File: src/rtl/seven_seg_scroller.sv
// seven_seg_scroller: stores a segment-pattern message and scrolls it across a multiplexed 4-digit display
module seven_seg_scroller #(
    parameter int REFRESH_DIV = 25000,
    parameter int SCROLL_DIV  = 12500000,
    parameter int MSG_LEN     = 16
) (
    input  logic       clk,
    input  logic       reset_n,
    input  logic       wr_valid,
    output logic       wr_ready,
    input  logic [7:0] wr_data,
    input  logic       wr_last,
    input  logic       pause,
    input  logic       restart,
    output logic [7:0] abcdefgh,
    output logic [3:0] digit
);
    localparam int CW = $clog2(MSG_LEN + 1);
    localparam int OW = $clog2(MSG_LEN + 4);
    localparam int PW = OW + 1;
    localparam int RW = $clog2(REFRESH_DIV);
    localparam int SW = $clog2(SCROLL_DIV);

    typedef enum logic {LOAD, SCROLL} state_t;
    state_t state, state_next;
    logic [CW-1:0] count, len;
    logic [OW-1:0] offset;
    logic [1:0] scan;
    logic [RW-1:0] ref_cnt;
    logic [SW-1:0] scr_cnt;
    logic [7:0] mem [MSG_LEN];
    logic accept, done, ref_tc, scr_step, show;
    logic [PW-1:0] period, sum, pos;
    logic [7:0] seg_next;
    logic [3:0] digit_next;

    assign wr_ready = state == LOAD && count < CW'(MSG_LEN);
    assign accept   = wr_valid && wr_ready && !restart;
    assign done     = accept && (wr_last || count == CW'(MSG_LEN - 1));
    assign ref_tc   = ref_cnt == RW'(REFRESH_DIV - 1);
    assign scr_step = !pause && scr_cnt == SW'(SCROLL_DIV - 1);
    assign period   = PW'(len) + PW'(4);
    // offset < period and scan <= 3, so one conditional subtract wraps the sum
    assign sum      = PW'(offset) + PW'(scan);
    assign pos      = sum >= period ? sum - period : sum;
    assign show     = state == SCROLL && !restart;

    always_ff @(posedge clk) begin
        state <= !reset_n ? LOAD : state_next;
    end

    always_comb begin
        state_next = state == LOAD ? (done ? SCROLL : LOAD) : (restart ? LOAD : SCROLL);
    end

    always_comb begin
        seg_next = 8'hFF;
        for (int i = 0; i < MSG_LEN; i++)
            if (show && pos == PW'(i) && pos < PW'(len)) seg_next = mem[i];
        digit_next = show ? ~(4'b1000 >> scan) : 4'b1111;
    end

    always_ff @(posedge clk) begin
        for (int i = 0; i < MSG_LEN; i++)
            if (accept && count == CW'(i)) mem[i] <= wr_data;
    end

    always_ff @(posedge clk) begin
        if (!reset_n) begin
            count    <= '0;
            len      <= '0;
            offset   <= '0;
            scan     <= '0;
            ref_cnt  <= '0;
            scr_cnt  <= '0;
            abcdefgh <= 8'hFF;
            digit    <= 4'b1111;
        end else begin
            count    <= restart ? '0 : accept ? count + 1'b1 : count;
            len      <= restart ? '0 : done ? count + 1'b1 : len;
            abcdefgh <= seg_next;
            digit    <= digit_next;
            if (state != SCROLL || restart) begin
                offset  <= '0;
                scan    <= '0;
                ref_cnt <= '0;
                scr_cnt <= '0;
            end else begin
                ref_cnt <= ref_tc ? '0 : ref_cnt + 1'b1;
                scan    <= ref_tc ? scan + 1'b1 : scan;
                scr_cnt <= pause ? scr_cnt : scr_step ? '0 : scr_cnt + 1'b1;
                offset  <= !scr_step ? offset : PW'(offset) == period - 1'b1 ? '0 : offset + 1'b1;
            end
        end
    end
endmodule
File: config.mk
export PLATFORM = sky130hd
export DESIGN_NAME = seven_seg_scroller
export DESIGN_NICKNAME = d
export VERILOG_FILES = /design/src/rtl/seven_seg_scroller.sv
export SDC_FILE = /design/constraint.sdc
export NUM_CORES = 1
export LEC_CHECK = 0
export ABC_CLOCK_PERIOD_IN_PS = 5200
export CELL_PAD_IN_SITES_DETAIL_PLACEMENT = 1
export CELL_PAD_IN_SITES_GLOBAL_PLACEMENT = 1
export CORE_MARGIN = 1
export CORE_UTILIZATION = 35
export DETAILED_ROUTE_END_ITERATION = 16
export GPL_ROUTABILITY_DRIVEN = 0
export PLACE_DENSITY = 0.7
export SYNTH_ARGS = -nofsm -noshare
export SYNTH_HDL_FRONTEND = slang
export SYNTH_SLANG_ARGS = --single-unit
File: constraint.sdc
create_clock -name clk -period 5.2 [get_ports clk]
set_clock_uncertainty 0.2 [all_clocks]
set_input_delay 0.78 -clock clk [delete_from_list [all_inputs] [get_ports clk]]
set_output_delay 0.78 -clock clk [all_outputs]
set_load 0.05 [all_outputs]
Yosys cells after proc, flatten, opt, wreduce, memory -nomap -nowiden
Memory sizes are Yosys's and may differ from the RTL's.
Index checks and enable logic that the tools add are counted.
{"block": "op_classes", "addsub": 9, "magnitude_cmp": 3, "eq_ne": 33, "shift": 1, "n_mux": 99, "bitwise": 3, "reduce_logical": 79}
{"cell": "8-bit two-way mux", "n": 31}
{"cell": "8-bit OR reduction", "n": 15}
{"cell": "4-bit two-way mux", "n": 15}
{"cell": "1-bit logical AND", "n": 54}
{"cell": "1-bit two-way mux", "n": 50}
{"cell": "6-bit by 4-bit == test with 1-bit output, second input constant", "n": 8}
{"cell": "5-bit by 4-bit == test with 1-bit output, second input constant", "n": 8}
{"cell": "24-bit by 1-bit adder with 24-bit output, second input constant", "n": 1}
{"cell": "24-bit == test, second input constant", "n": 1}
{"cell": "6-bit by 3-bit == test with 1-bit output, second input constant", "n": 4}
{"cell": "24-bit two-way mux", "n": 1}
{"cell": "5-bit by 3-bit == test with 1-bit output, second input constant", "n": 4}
{"cell": "15-bit by 1-bit adder with 15-bit output, second input constant", "n": 1}
{"cell": "15-bit == test, second input constant", "n": 1}
{"cell": "6-bit by 2-bit == test with 1-bit output, second input constant", "n": 2}
{"cell": "5-bit by 1-bit adder with 5-bit output, second input constant", "n": 2}
{"cell": "5-bit by 2-bit == test with 1-bit output, second input constant", "n": 2}
{"cell": "5-bit by 2-bit adder with 6-bit output", "n": 1}
{"cell": "5-bit by 3-bit adder with 6-bit output, second input constant", "n": 1}
{"cell": "5-bit by 6-bit == test with 1-bit output", "n": 1}
{"cell": "6-bit by 1-bit == test with 1-bit output, second input constant", "n": 1}
{"cell": "6-bit greater-or-equal comparator", "n": 1}
{"cell": "6-bit logical NOT", "n": 1}
{"cell": "6-bit by 5-bit < comparator with 1-bit output", "n": 1}
{"cell": "16 further kinds", "n": 20}
{"block": "word_totals", "regBits": 69, "ram_bits": 128, "inputBits": 14, "output_inout_bits": 13, "wordCells": 237, "mem_count": 1}
{"name": "mem", "words": 16, "word_bits": 8, "read_ports": 16, "rd_ports_with_merged_regs": 0, "wr": 1, "line_no": "31", "rtl": "logic [7:0] mem [MSG_LEN];"}

Logic depth before layout (Yosys ltp)
{"block": "logic_depth", "depth_word": 23, "ltp_mapped": 22, "depth_no_buf": 19}

Worst setup path after synthesis
No wires, ideal clock.
{"block": "synth_path", "kind": "register to register", "startpoint": "reg offset[0]", "endpoint": "reg abcdefgh[0]", "setup_ps": 122, "arrival_time_ps": 5145, "required_ps": 4878, "path_slack_ps": -267, "path_stages_with_launch": 21, "path_buffers": 3, "period_less_slack_ps": 5467, "path_cell_list": "dfxtp_1 ha_1 inv_1 fa_1 fa_1 a21bo_4 a21oi_2 buf_6 and2_4 and3_1 a2111oi_4 clkbuf_1 ha_1 o211ai_1 inv_1 o311a_1 or4_4 buf_6 nor3_2 a311oi_1 o32a_1"}
{"block": "synth_via", "elab_chain_len": 22, "word_cells_on_any_way": 69, "cone_classes": "add/sub: 2; order compare: 2; eq/ne: 15; mux: 17; reduce/logical: 33"}
{"item": "from (decl)", "line_no": "27", "rtl": "logic [OW-1:0] offset;"}
{"item": "from (signal assigned)", "line_no": "92", "rtl": "offset <= !scr_step ? offset : PW'(offset) == period - 1'b1 ? '0 : offset + 1'b1;"}
{"item": "5-bit by 2-bit adder with 6-bit output *", "line_no": "44", "rtl": "assign sum = PW'(offset) + PW'(scan);"}
{"item": "6-bit subtractor or 6-bit greater-or-equal comparator (tied branches)", "line_no": "45", "rtl": "assign pos = sum >= period ? sum - period : sum;"}
{"item": "6-bit two-way mux *", "line_no": "45"}
{"item": "branches (longest 18 deep; another with 6-bit by 5-bit < comparator with 1-bit output)"}
{"item": "8-bit two-way mux *", "line_no": "59", "rtl": "if (show && pos == PW'(i) && pos < PW'(len)) seg_next = mem[i];"}
{"item": "to (signal assigned)", "line_no": "81", "rtl": "abcdefgh <= seg_next;"}
{"item": "to (decl)", "line_no": "15", "rtl": "output logic [7:0] abcdefgh,"}
Mark *: on every way between the ends.
A chain may end at the register's enable or synchronous reset.

Worst setup path after layout
{"block": "layout_path", "startpoint": "reg offset[0]", "endpoint": "reg abcdefgh[2]"}
The elaborated chain is that of the path after synthesis.

==> run_results.csv <==
group,metric,value,unit
floorplan,fp.coreArea,26100,sq um
clock_network,cts_inserted_buffers,17,
critical_path,reg2reg_depth,19,
yosys,synth_area_leaders,"edfxtp_1, dfxtp_1, nor2_1",
power_and_ir_drop,netSwitchingFraction,0.251,
yosys,synth_top_cell_area_share,0.412,
finish,fillers,2828,
sta,finalSetupTns,0,ns
yosys,syn_nets,874,
routing,num_vias,6909,
critical_path,rr_endpoint,"abcdefgh[2]",
power_and_ir_drop,clock_power_share,0.436,
floorplan,ios,27,
power_and_ir_drop,switchingPower,800,uW
finish,nNetsFinal,918,
floorplan,start_util,0.358,
clock_network,clk_latency,0.45,ns
yosys,avgSynthCellArea,11.2,sq um
yosys,ys_types,85,
yosys,synthArstFlopShare,0,
clock_network,cts-root-buf,"clkbuf_16",
power_and_ir_drop,power_leakage,0.00357,uW
routing,first_iter_violations,580,
yosys,synth_top_area_cell,"edfxtp_1",
floorplan,die-area,27300,sq um
routing,drc,0,
routing,wire_per_inst,20.8,microns
sta,grt_setup_unrepaired,"no",
clock_network,clk_path_buf_depth,2,
critical_path,worst-setup-path-type,"flop to flop",
critical_path,arrival,5.17,ns
placed_design,io_buffers,26,
finish,area_growth,15.8,%
sta,fmax,199,MHz
clock_network,cts_sinks,197,
sta,slew_headroom,0.417,
routing,drt-total-wl,25500,microns
floorplan,die_w,165,microns
yosys,ys.flop_type,"edfxtp_1",
power_and_ir_drop,p_comb_frac,0.039,
clock_network,cts_tree,"done",
sta,post-route-period-util,0.966,
yosys,yosys-top-cells-count,"edfxtp_1, nor2_1, dfxtp_1",
yosys,yosys_register_bits,197,
yosys,synth_edf_count,128,
global_route,track_usage,0.192,
critical_path,worstSetupStartpoint,"offset[0]",
power_and_ir_drop,p_int,2380,uW
global_route,grt_pass1_wl,39200,microns
flow_run,drv_cap,0,
clock_network,ctsHoldBuffers,0,
yosys,synth.most_common_cell,"edfxtp_1",
yosys,yosys_warnings,0,
critical_path,cp_max_fo,7,
global_route,antenna_found_initial,0,
critical_path,crit_end,"abcdefgh[2]",
finish,drive_gt1_frac,0.113,
sta,setup_viol,0,
global_route,grt_max_degree,24,
yosys,syn-cell-area,9320,sq um
global_route,grt_pass1_vias,7039,
floorplan,rows,59,
power_and_ir_drop,power_frac_seq,0.525,
hold_path,hp-class,"flop to flop",
critical_path,crit_path_start_kind,"flop",
sta,fin_crit,5.02,ns
sta,hold_viol,0,
clock_network,post-cts-setup-buffer-count,0,
critical_path,worstPathRequired,5.34,ns
finish,stdcell_count,1226,
routing,viasPerCell,5.64,
yosys,netlist_instances,834,
critical_path,r2r_setup_slack,0.18,ns
placed_design,dp_hpwl,17600,microns
routing,drt_first_pass_iters,8,
finish,n_antenna_cell,0,
clock_network,htreeDepth,4,
clock_network,clkTransAtPathRegs,0.09,ns
sta,maxSlewViolCount,0,
global_route,grt.overflow.total,0,
critical_path,cp-end-kind,"flop",
power_and_ir_drop,vdd_drop_max,200,uV
routing,ant_nets,0,
yosys,ys_seq_area_frac,0.560,
critical_path,r2r-start,"offset[0]",
sta,worst_slew_pin_slew,0.875,ns
floorplan,fp.dieH,165,microns
placed_design,dpl.cell_count,1192,
status,run_status,"complete, no violations",
power_and_ir_drop,power_density,295,nW/um^2
[area by class of cell]
| type | instances | area [sq um] | area share |
|---|---|---|---|
| multi-input combinational | 577 | 3910 | 0.362 |
| inverter | 27 | 101 | 0.00939 |
| clock buffer | 17 | 425 | 0.0394 |
| tap | 335 | 419 | 0.0388 |
| sequential | 197 | 5230 | 0.484 |
| clock inverter | 15 | 216 | 0.0201 |
| timing repair buffer | 58 | 500 | 0.0464 |
[layer usage]
metal | GRT usage | part of all wire
met1 | 0.251 | 0.45
met2 | 0.325 | 0.49
met3 | 0.0282 | 0.040
met4 | 0.0601 | 0.019
met5 | 0 | 0
[logic make-up (layout without fill, tap and decap cells)]
group	count (synthesis)	in the layout	share of synthesized area
XOR/XNOR	54	54	0.0507
AND/OR/NAND/NOR	293	295	0.159
flip-flops	197	197	0.560
adder cells (fa/ha/maj)	28	28	0.0388
buffers and inverters	62	117	0.0287
AO/OA/AOI/OAI	185	185	0.146
multiplexers	15	15	0.0168
[layout by cell type (no fill, tap or decap), types with 21 or more instances in the layout]
cell | netlist | layout
a21oi_1 | 41 | 40
and2_1 | 21 | 21
buf_4 | 1 | 32
clkdlybuf4s50_1 | 0 | 26
dfxtp_1 | 69 | 69
edfxtp_1 | 128 | 128
ha_1 | 24 | 23
inv_1 | 27 | 27
nand2_1 | 53 | 53
nand3_1 | 21 | 21
nor2_1 | 99 | 99
nor3_1 | 23 | 23
o22ai_1 | 26 | 26
xor2_1 | 35 | 35
[repair_timing]
item | in CTS | in global routing
gates resized for setup | 0 | 10
hold endpoints to repair | 0 | 0
endpoints found under the setup margin | 0 | 8
[flip-flops by register name, indices dropped and copies added, names as in the netlist]
name      flops
abcdefgh      8
count         5
digit         4
len           5
mem         128
offset        5
ref_cnt      15
scan          2
scr_cnt      24
state         1
[how the worst min path moves through the flow]
stage | endpoint | slack [ns] | cells after the start | from
global route | ref_cnt[0] | 0.27 | 1 | ref_cnt[0]
finish | ref_cnt[0] | 0.26 | 1 | ref_cnt[0]
detailed placement | ref_cnt[0] | 0.24 | 1 | ref_cnt[0]
global placement | ref_cnt[0] | 0.23 | 1 | ref_cnt[0]
floorplan | ref_cnt[0] | 0.22 | 1 | ref_cnt[0]
CTS | ref_cnt[0] | 0.26 | 1 | ref_cnt[0]
[power by group through the flow]
stage	sequential [uW]	clock, uW	combinational, uW
floorplan	1710	0	61.9
global placement	1710	0	111
detailed placement	1710	0	113
CTS	1670	1420	115
global route	1670	1470	132
finish	1670	1390	123
[stage by stage]
step	power [uW]	area (sq um)	setup WS, ns	hold slack (ns)	util
6_report	3180	10800	0.176	0.258	0.414
5_1_grt	3270	10800	0.00523	0.270	0.414
4_1_cts	3200	10700	0.0258	0.261	0.411
3_5_place_dp	1820	10100	0.0454	0.241	0.387
3_3_place_gp	1820	10100	0.185	0.234	0.387
2_1_floorplan	1770	9340	0.0206	0.218	-
[critical path, stage by stage (launching register included)]
cell and delay (ns):
dfxtp_1 0.34, ha_2 0.21, inv_1 0.06, fa_2 0.57, inv_1 0.06, ha_1 0.32, a21bo_4 0.24, a21oi_2 0.20
buf_4 0.18, and2_4 0.16, a22oi_1 0.11, a2111oi_4 0.25, ha_1 0.30, o211ai_1 0.16, inv_1 0.07, o311a_4 0.14
or4_4 0.62, nor3_2 0.26, a311oi_1 0.10, o32a_1 0.35
Note: power is estimated with default switching activity, not from simulation.
